--- src/rtl/anton_product_driver.sv ---
// anton_product_driver
//
// Host-side initiator for the nibble-serial product unit. An operand pair
// accepted on the request port is shifted into the unit as two nibbles
// (A, then B). The driver then pulses the unit's read line and waits LAT edges
// before sampling the 8-bit product. The product is returned on the response
// port. With CHECK=1 the captured product is also compared against a locally
// computed A*B, and any mismatch sets a sticky err flag.
//
// Ports:
//   clk          in   clock shared with the product unit
//   reset        in   synchronous, active-high
//   req_valid    in   operand request valid
//   req_ready    out  high only while idle
//   req_a        in   first operand (shifted first, high nibble)
//   req_b        in   second operand (low nibble)
//   res_valid    out  product available
//   res_ready    in   consumer accepts product
//   res_product  out  captured product
//   err          out  sticky self-check mismatch (0 when CHECK=0)
//   p_reset      out  unit reset line
//   p_read       out  unit read line
//   p_nibble     out  unit nibble bus
//   p_result     in   unit 8-bit result (after LAT-1 output registers)

module anton_product_driver #(
    parameter int unsigned LAT   = 1,
    parameter bit          CHECK = 1'b1
) (
    input  logic       clk,
    input  logic       reset,
    input  logic       req_valid,
    output logic       req_ready,
    input  logic [3:0] req_a,
    input  logic [3:0] req_b,
    output logic       res_valid,
    input  logic       res_ready,
    output logic [7:0] res_product,
    output logic       err,
    output logic       p_reset,
    output logic       p_read,
    output logic [3:0] p_nibble,
    input  logic [7:0] p_result
);

    localparam int unsigned CntW = 2;

    typedef enum logic [2:0] {
        StInit,
        StIdle,
        StSendA,
        StSendB,
        StRead,
        StWait,
        StDone
    } state_e;

    state_e          state_q, state_d;
    logic [3:0]      a_q, a_d;
    logic [3:0]      b_q, b_d;
    logic [CntW-1:0] cnt_q, cnt_d;
    logic            res_valid_q, res_valid_d;
    logic [7:0]      res_product_q, res_product_d;
    logic            p_reset_q, p_reset_d;
    logic            capture;

    // Next-state and datapath
    always_comb begin
        state_d       = state_q;
        a_d           = a_q;
        b_d           = b_q;
        cnt_d         = cnt_q;
        res_valid_d   = res_valid_q;
        res_product_d = res_product_q;
        p_reset_d     = 1'b0;
        capture       = 1'b0;

        case (state_q)
            // p_reset is a flop that is cleared by reset. INIT therefore spends
            // one cycle with p_reset low and one cycle with it high, then
            // moves to IDLE. The unit sees exactly one clearing pulse.
            StInit: begin
                p_reset_d = ~p_reset_q;
                if (p_reset_q) begin
                    state_d = StIdle;
                end
            end
            StIdle: begin
                if (req_valid) begin
                    a_d     = req_a;
                    b_d     = req_b;
                    state_d = StSendA;
                end
            end
            StSendA: state_d = StSendB;
            StSendB: state_d = StRead;
            StRead: begin
                cnt_d   = CntW'(LAT - 1);
                state_d = StWait;
            end
            StWait: begin
                if (cnt_q != '0) begin
                    cnt_d = cnt_q - 1'b1;
                end else begin
                    capture       = 1'b1;
                    res_product_d = p_result;
                    res_valid_d   = 1'b1;
                    state_d       = StDone;
                end
            end
            StDone: begin
                if (res_ready) begin
                    res_valid_d = 1'b0;
                    state_d     = StIdle;
                end
            end
            default: state_d = StInit;
        endcase
    end

    always_ff @(posedge clk) begin
        if (reset) begin
            state_q       <= StInit;
            a_q           <= '0;
            b_q           <= '0;
            cnt_q         <= '0;
            res_valid_q   <= 1'b0;
            res_product_q <= '0;
            p_reset_q     <= 1'b0;
        end else begin
            state_q       <= state_d;
            a_q           <= a_d;
            b_q           <= b_d;
            cnt_q         <= cnt_d;
            res_valid_q   <= res_valid_d;
            res_product_q <= res_product_d;
            p_reset_q     <= p_reset_d;
        end
    end

    // Unit-side outputs decode straight from the state flops. Outside the two
    // send states the nibble bus is zero, so a read pulse never coincides with
    // a non-zero nibble.
    always_comb begin
        p_nibble = 4'h0;
        case (state_q)
            StSendA: p_nibble = a_q;
            StSendB: p_nibble = b_q;
            default: p_nibble = 4'h0;
        endcase
    end

    assign p_read      = (state_q == StRead);
    assign p_reset     = p_reset_q;
    assign req_ready   = (state_q == StIdle);
    assign res_valid   = res_valid_q;
    assign res_product = res_product_q;

    if (CHECK) begin : g_check
        logic       err_q;
        logic [7:0] expect_prod;

        assign expect_prod = {4'b0, a_q} * {4'b0, b_q};

        always_ff @(posedge clk) begin
            if (reset) begin
                err_q <= 1'b0;
            end else if (capture && (p_result != expect_prod)) begin
                err_q <= 1'b1;
            end
        end

        assign err = err_q;
    end else begin : g_no_check
        assign err = 1'b0;
    end

endmodule

--- config.mk ---
export PLATFORM = sky130hd
export DESIGN_NAME = anton_product_driver
export DESIGN_NICKNAME = d
export VERILOG_FILES = /design/src/rtl/anton_product_driver.sv
export SDC_FILE = /design/constraint.sdc
export NUM_CORES = 1
export LEC_CHECK = 0
export ABC_AREA = 1
export CORE_UTILIZATION = 54
export DETAILED_ROUTE_END_ITERATION = 10
export PLACE_DENSITY_LB_ADDON = 0.2
export SYNTH_ARGS = -nofsm -noshare
export SYNTH_HDL_FRONTEND = slang
export SYNTH_SLANG_ARGS = --single-unit
--- constraint.sdc ---
create_clock -name clk -period 7.3 [get_ports clk]
set_input_delay 1.46 -clock clk [delete_from_list [all_inputs] [get_ports clk]]
set_output_delay 1.46 -clock clk [all_outputs]
set_load 0.05 [all_outputs]
==> results of run 1 <==
-- power breakdown --
part	switching [W]	leakage (nW)	internal (W)
Clock	0.0000390	0.0279	0.0000555
Sequential	0.0000212	0.195	0.000148
Combinational	0.0000971	0.774	0.0000556
-- metal layers --
metal | vias to the layer above | global-route usage | share of wire
met5 | - | 0 | 0
met4 | 0 | 0.0418 | 0.0056
met3 | 2 | 0.0363 | 0.050
met2 | 43 | 0.415 | 0.49
met1 | 709 | 0.272 | 0.45
li1 | 827 | - | -
-- final timing paths --
path                                  from     endpoint  slack, ns  depth (start not counted)
worst max register to register      b_q[3]          err       4.35                         13
worst min-delay path                   err          err       0.46                          2
worst max-delay path            state_q[0]  p_nibble[1]       3.43                          5
worst min register to register         err          err       0.46                          2
-- worst min-delay path: cells and delay by family, from the launching register on --
kind	cells	cell delay, ns
compound gates	1	0.05
buf+inv	1	0.05
flops	1	0.33
-- cells by family (layout without fill, tap and decap cells) --
kind of cell | count (synthesis) | count (layout) | share of synthesized area
buf+inv | 51 | 88 | 0.122
xor+xnor | 4 | 4 | 0.0215
compound gates | 30 | 30 | 0.101
fa+ha+maj | 17 | 17 | 0.149
simple gates | 117 | 117 | 0.312
flops | 24 | 24 | 0.295
-- registers in the layout, summed over array words and instances, names as in the netlist --
name / count
a_q: 4
b_q: 4
cnt_q: 2
err: 1
p_reset: 1
res_product: 8
res_valid: 1
state_q: 3
-- placed cells by master, fill, tap and decap left out, types with 5 or more instances in the layout --
cell / synthesis / final
nand2_1: 82 / 82
nor2_1: 12 / 12
a211oi_1: 6 / 6
ha_1: 13 / 13
a21oi_1: 20 / 20
dfxtp_1: 24 / 24
inv_2: 5 / 5
nand3_1: 9 / 9
clkdlybuf4s50_1: 0 / 36
inv_1: 43 / 43
-- per-stage QoR --
step	setup WS [ns]	hold slack (ns)	util	std cells
final	3.43	0.464	0.736	311
after global routing	3.23	0.485	0.736	311
after CTS	3.41	0.468	0.736	311
after detailed placement	3.79	0.449	0.717	307
after global placement	3.91	0.440	0.717	307
after floorplan	4.11	0.443	-	243
-- final cells by class --
type / instances / area, um^2
Tap cell: 31 / 38.8
Clock buffer: 3 / 22.5
Timing Repair Buffer: 36 / 360
Inverter: 48 / 180
Clock inverter: 1 / 30.0
Fill cell: 261 / 742
Multi-Input combinational cell: 168 / 951
Sequential cell: 24 / 480
==> out/results.tsv, run 1 <==
metric	value	unit
Area growth, synth to finish	26.6	%
worst-margin pin slew	0.853	ns
first-pass GRT wire length	5890	um
core footprint	2810	um^2
Tmin final	3.87	ns
largest net degree at the start of global routing	25	
final setup violating endpoints	0	
post-DP HPWL	2640	um
Synth warnings	0	
CP Capture Type	output port	
asr flop ratio synth	0	
Post-CTS Hold Fix Bufs	0	
H-tree Lvls	1	
Die Wd	56.9	um
crit path kind	reg2out	
I/O pin count	37	
critical path launch point type	flop	
Final Hold Viols	0	
Worst VDD drop	0.000229	V
CTS tree	done	
remaining global-route overflow	0	
Die Height	56.9	um
Max stage delay on crit path	0.85	ns
clock skew	0.00478	ns
nets@finish	318	
worst-path cell chain	inv_1, nor3_1, nand2_1, o21ai_0, clkdlybuf4s50_1	
slowest cell on the critical path	clkdlybuf4s50_1	
area share of the largest cell type after synthesis	0.295	
Vias	1581	
RSZ-0062 raised after global routing	no	
Yosys reg bits	24	
Mapped Area	1630	um^2
CTS Sinks	24	
Bufs on Longest Clock Path	2	
fmax	259	MHz
post-CTS setup buffers	0	
Total Power	0.000416	W
top-count cell post-synth	nand2_1	
post-route cell area	2060	um^2
vias in the first global route	1463	
# rows	19	
WP data arrival	2.41	ns
cts bufs inserted	3	
WL per Instance	10.8	um
top post-synthesis cells by count	82 x nand2_1, 43 x inv_1, 24 x dfxtp_1	
failing checks	design-rule violations	
Clock Latency Late Sink	0.31	ns
Synth Area per Inst	6.71	um^2
remaining antenna violation count after routing	0	
final wirelength	3360	um
GR Util All Layers	0.223	
initial core utilization	0.581	
Req. time, crit path	5.84	ns
Inserted Diodes	0	
most common flop cell mapped by yosys	dfxtp_1	
distinct cell type count after synthesis	22	
crit path max fanout	5	
Final Slew Violations	0	
EDFF count, synth	0	
Top Family by Delay on Critical Path	buffers and inverters	
Period Utilization, post-route	0.530	
Mapped Cells	243	
DRT iter0 DRCs	60	
Final Wtd Congestion	0.799	
slew margin rel.	0.429	
via-per-instance ratio	5.08	
leakage	0.997	nW
Worst Hold Class	reg2reg	
initial antenna violation count	0	
DRC viols	10	
post-CTS sizing	0	
worst path bufs/invs	2	
share of cells above drive strength 1	0.0571	
max_cap viols	0	
status	complete, but fails checks	
cell taking the most area after synthesis	dfxtp_1	
final setup TNS	0	ns
Buffers on Ports	36	
placed cell areas	2010	um^2
clk slew on worst S/H paths	0.13	ns
post-synthesis sequential area ratio	0.295	
Area contributors post-synth	dfxtp_1 29%, nand2_1 19%, ha_1 10%	
die area	3240	um^2
CTS Root Cell	clkbuf_4	
TritonRoute pass-1 iters	7	
syn_nets	280	
Power Dens Cells	202	nW/um^2
Note: power is estimated with default switching activity, not from simulation.
==> inputs of run 2 (changes only) <==
- CORE_UTILIZATION: 54 -> 50
- clock period: 7.3 -> 3.6 ns (I/O delays scaled with it)
==> run 2 against run 1 <==
Against the previous run: the flow now finishes without violations; clock skew fell by 0.0024 ns; critical endpoint is now p_nibble[2]; worst setup slack got worse by 2.9 ns; non-clock buffer count did not move; register-to-register slack got worse by 3.6 ns; die area rose by 7.7%; core utilization fell by 6.0 points; sequential share of layout area fell by 0.18 points; clock power rose by 110%; count of clock-buffer cells in the layout did not move; global-route usage fell by 1.5 points; highest routed layer unchanged.
==> out/results.tsv, run 2 (synthesis results as in run 1) <==
metric	value	unit	change
status	finished, final reports clean		
Worst VDD drop	0.000280	V	+22%
pre-CTS setup slack	0.738	ns	-3.06 ns
CTS Sinks	24		unchanged
nets@finish	318		unchanged
initial core utilization	0.530		-0.0515
RSZ-0062 raised after global routing	no		
initial antenna violation count	0		unchanged
commonest non-fill, non-tap cells in the layout	82 x nand2_1, 43 x inv_1, 36 x clkdlybuf4s50_1		
clk slew on worst S/H paths	0.13	ns	about the same
post-DP HPWL	2540	um	-3.9%
H-tree Lvls	1		unchanged
clock skew	0.00240	ns	-0.00238 ns
Final Slew Violations	0		unchanged
largest net degree at the start of global routing	25		unchanged
first-pass GRT wire length	5540	um	-5.9%
I/O pin count	37		unchanged
share of cells above drive strength 1	0.0571		unchanged
# fillers	296		+13%
Final Hold Viols	0		unchanged
Power Dens Cells	405	nW/um^2	+100%
Clock Latency Late Sink	0.32	ns	about the same
fmax	325	MHz	
Period Utilization, post-route	0.855		
worst setup margin	0.521	ns	-2.91 ns
Max stage delay on crit path	0.83	ns	-0.02 ns
remaining global-route overflow	0		unchanged
Largest register FFs	8		unchanged
leakage	0.997	nW	unchanged
Final Wtd Congestion	0.820		+2.6%
Inserted Diodes	0		unchanged
slew margin rel.	0.401		-0.0283
Die Wd	59.1	um	+3.8%
DRT iter0 DRCs	56		-6.7%
Area growth, synth to finish	27.6	%	
vias in the first global route	1362		-6.9%
Die Height	59.1	um	+3.8%
Buffers on Ports	36		unchanged
Vias	1542		-2.5%
core footprint	3080	um^2	+9.7%
commonest non-fill, non-tap cell in the layout	nand2_1		
worst-path cell chain	inv_1, nor3_1, nand2_1, o21ai_0, clkdlybuf4s50_1		
final wirelength	3230	um	-4.0%
slowest cell on the critical path	clkdlybuf4s50_1		
die area	3490	um^2	+7.7%
multi-input logic area	951	um^2	unchanged
final setup violating endpoints	0		unchanged
max_cap viols	0		unchanged
Worst Hold Class	reg2reg		
critical path launch point type	flop		
post-CTS setup buffers	0		unchanged
Req. time, crit path	2.88	ns	-2.96 ns
worst-margin pin slew	0.896	ns	+0.0424 ns
final setup TNS	0	ns	unchanged
remaining antenna violation count after routing	0		unchanged
Bufs on Longest Clock Path	2		unchanged
FF+latch area	480	um^2	unchanged
WP data arrival	2.36	ns	-0.05 ns
GR Util All Layers	0.208		-0.0152
CTS Root Cell	clkbuf_4		
Tmin final	3.08	ns	
DRC viols	0		-10
crit path kind	reg2out		
post-CTS sizing	0		unchanged
CTS tree	done		
# rows	20		+1
CP Capture Type	output port		
Post-CTS Hold Fix Bufs	0		unchanged
Total Power	0.000843	W	+100%
via-per-instance ratio	4.76		-6.4%
crit path max fanout	5		unchanged
TritonRoute pass-1 iters	4		-3
cts bufs inserted	3		unchanged
WL per Instance	9.96	um	-7.9%
[run 2: cell counts in the layout (fill, tap and decap cells not counted)]
Identical to the previous run, type by type.
[run 2: layout make-up]
class,count,share of cell area
inverter,48,0.0866
tap,44,0.0265
timing repair buffer,36,0.173
clock inverter,1,0.0144
multi-input combinational,168,0.457
clock buffer,3,0.0108
sequential,24,0.231
[run 2: critical path, delay by kind of cell, from the launching register on]
| kind | cells | cell delay, ns |
|---|---|---|
| buffers and inverters | 2 | 0.95 |
| AND/OR/NAND/NOR | 2 | 0.53 |
| AO/OA/AOI/OAI | 1 | 0.11 |
| flip-flops | 1 | 0.45 |
[run 2: worst paths after layout]
check	startpoint	to	slack [ns]	cells past startpoint
worst max-delay path	state_q[0]	p_nibble[2]	0.52	5
worst min register to register	err	err	0.46	2
worst max register to register	b_q[3]	err	0.72	13
worst min-delay path	err	err	0.46	2
[run 2: power by group]
group          total, W  internal [W]  leakage, nW  switching, W
registers      0.000343      0.000300        0.195     0.0000431
logic          0.000303      0.000112        0.774      0.000190
clock network  0.000197      0.000113       0.0279     0.0000840
total          0.000843      0.000525        0.997      0.000317
[run 2: metal layers]
metal	GRT usage	wire length [um]	vias up
li1	-	-	828
met1	0.274	1600	678
met2	0.351	1480	32
met3	0.0328	106	4
met4	0.0612	35	0
met5	0	0	-
[run 2: metrics by stage]
| stage | area [um^2] | std cells | utilization | hold slack, ns |
|---|---|---|---|---|
| final | 2080 | 324 | 0.676 | 0.459 |
| after floorplan | 1630 | 243 | - | 0.443 |
| after CTS | 2080 | 324 | 0.676 | 0.460 |
| after global routing | 2080 | 324 | 0.676 | 0.476 |
| after detailed placement | 2030 | 320 | 0.659 | 0.440 |
| after global placement | 2030 | 320 | 0.659 | 0.439 |
==> edit, RTL diff (config.mk and constraints of run 2) <==
Set the parameter `CHECK` to 1'b0 (it was 1'b1).
--- a/src/rtl/anton_product_driver.sv
+++ b/src/rtl/anton_product_driver.sv
@@ -27,3 +27,3 @@
     parameter int unsigned LAT   = 1,
-    parameter bit          CHECK = 1'b1
+    parameter bit          CHECK = 1'b0
 ) (
Function: changed (Yosys sat finds a counterexample within 10 cycles, from zero or initial values and one cycle with reset high).
==> edit against run 2 <==
Synthesized area fell by 34%; global-route usage up 4.5 points; setup slack better by 0.19 ns; cell area down 31%; sequential cell count down 1; core utilization is 5.0 points higher; power is 8.7% higher; synthesized cell count is 36% lower; routed wire length down 22%; first-iteration DRC count is 57% lower; count of clock-buffer cells in the layout did not move; sequential share of layout area rose by 8.9 points; maximum frequency is 6.6% higher; via count shrank 29%; highest routed layer unchanged.
==> edit: results (changes against run 2) <==
The flow ran to the end, and the final reports show no timing, DRC or antenna violations. The count of buffers from port buffering came to 35 (-2.8%). The initial DRC count came out at 24 (-57%). The total track usage is 0.253 (+0.0449). The reg-to-reg setup timing slack is 2.11 ns (+1.39 ns). The cell depth of the worst flop-to-flop path came out at 9 (-4). The post-route total power came to 916 uW (+8.7%). The sum of routed wire segments on met1 is 1110 microns (-31%). The area share of buffers outside the clock network was 0.244 (+0.0704). The met2 wire length came out at 1230 microns (-17%). The global routing met1 resource utilization is 0.295 (+0.0208).

After synthesis, the most frequently instantiated cells are sky130_fd_sc_hd__nor2_1, sky130_fd_sc_hd__nand2_1, sky130_fd_sc_hd__dfxtp_1. The sum of routed wire length over all layers is 2500 microns (-22%). The via count is 1,093 (-29%). The multi-input logic area is 490 sq um (-48%). The part of the Yosys area used for sequential elements came out at 0.430 (+0.135). The met3 wire length came out at 110 microns (+3.8%).

Sorting the synthesized cells by area gives the leading types as sky130_fd_sc_hd__dfxtp_1, sky130_fd_sc_hd__nor2_1, sky130_fd_sc_hd__nand2_1. The arrival time at the worst endpoint is 2.17 ns (-0.19 ns). The power in combinational cells is 436 uW (+44%). The synthesized-area fraction occupied by ao, oa, aoi and oai cells came out at 0.131 (+0.0295). The adder-cell share of the synthesized area came out at 0.0117 (-0.137).

The worst slew margin relative to its limit came out at 0.664 (+0.263). The critical path ends at p_nibble[3]. Tracing the worst setup path back leads to its startpoint at state_q[1].

The launch point of the worst reg-to-reg path is cnt_q[0]. The sum of net half-perimeters after detailed placement is 1840 microns (-28%). The share of the final layout cell area in sequential cells came out at 0.320 (+0.0892). The destination of the worst hold path is b_q[3]. The maximum vdd drop came out at 0.345 mV (+23%).

The static power due to leakage is 0.000597 uW (-40%). The count of filler cells inserted in the layout came out at 171 (-42%). The via count of the first global-routing pass was 1,000 (-27%).
==> edit: cell count changes in the layout (fill, tap and decap cells not counted), moves of 4 or more <==
cell / before / now
sky130_fd_sc_hd__inv_1: 43 / 12
sky130_fd_sc_hd__fa_1: 4 / 0
sky130_fd_sc_hd__nor2_1: 12 / 28
sky130_fd_sc_hd__nand3_1: 9 / 14
sky130_fd_sc_hd__o21ai_0: 4 / 8
sky130_fd_sc_hd__o21ai_1: 0 / 6
sky130_fd_sc_hd__ha_1: 13 / 1
sky130_fd_sc_hd__nor3_1: 4 / 0
sky130_fd_sc_hd__nand2_1: 82 / 26
sky130_fd_sc_hd__a211oi_1: 6 / 0
sky130_fd_sc_hd__a21oi_1: 20 / 14
==> edit: per-stage QoR <==
step	utilization	setup WS [ns]	instances	hold slack, ns
after CTS	0.725	0.718	215	0.472
after detailed placement	0.711	1.10	211	0.453
after floorplan	-	1.19	156	0.425
final	0.725	0.711	215	0.468
after global routing	0.725	0.559	215	0.493
after global placement	0.711	1.17	211	0.436
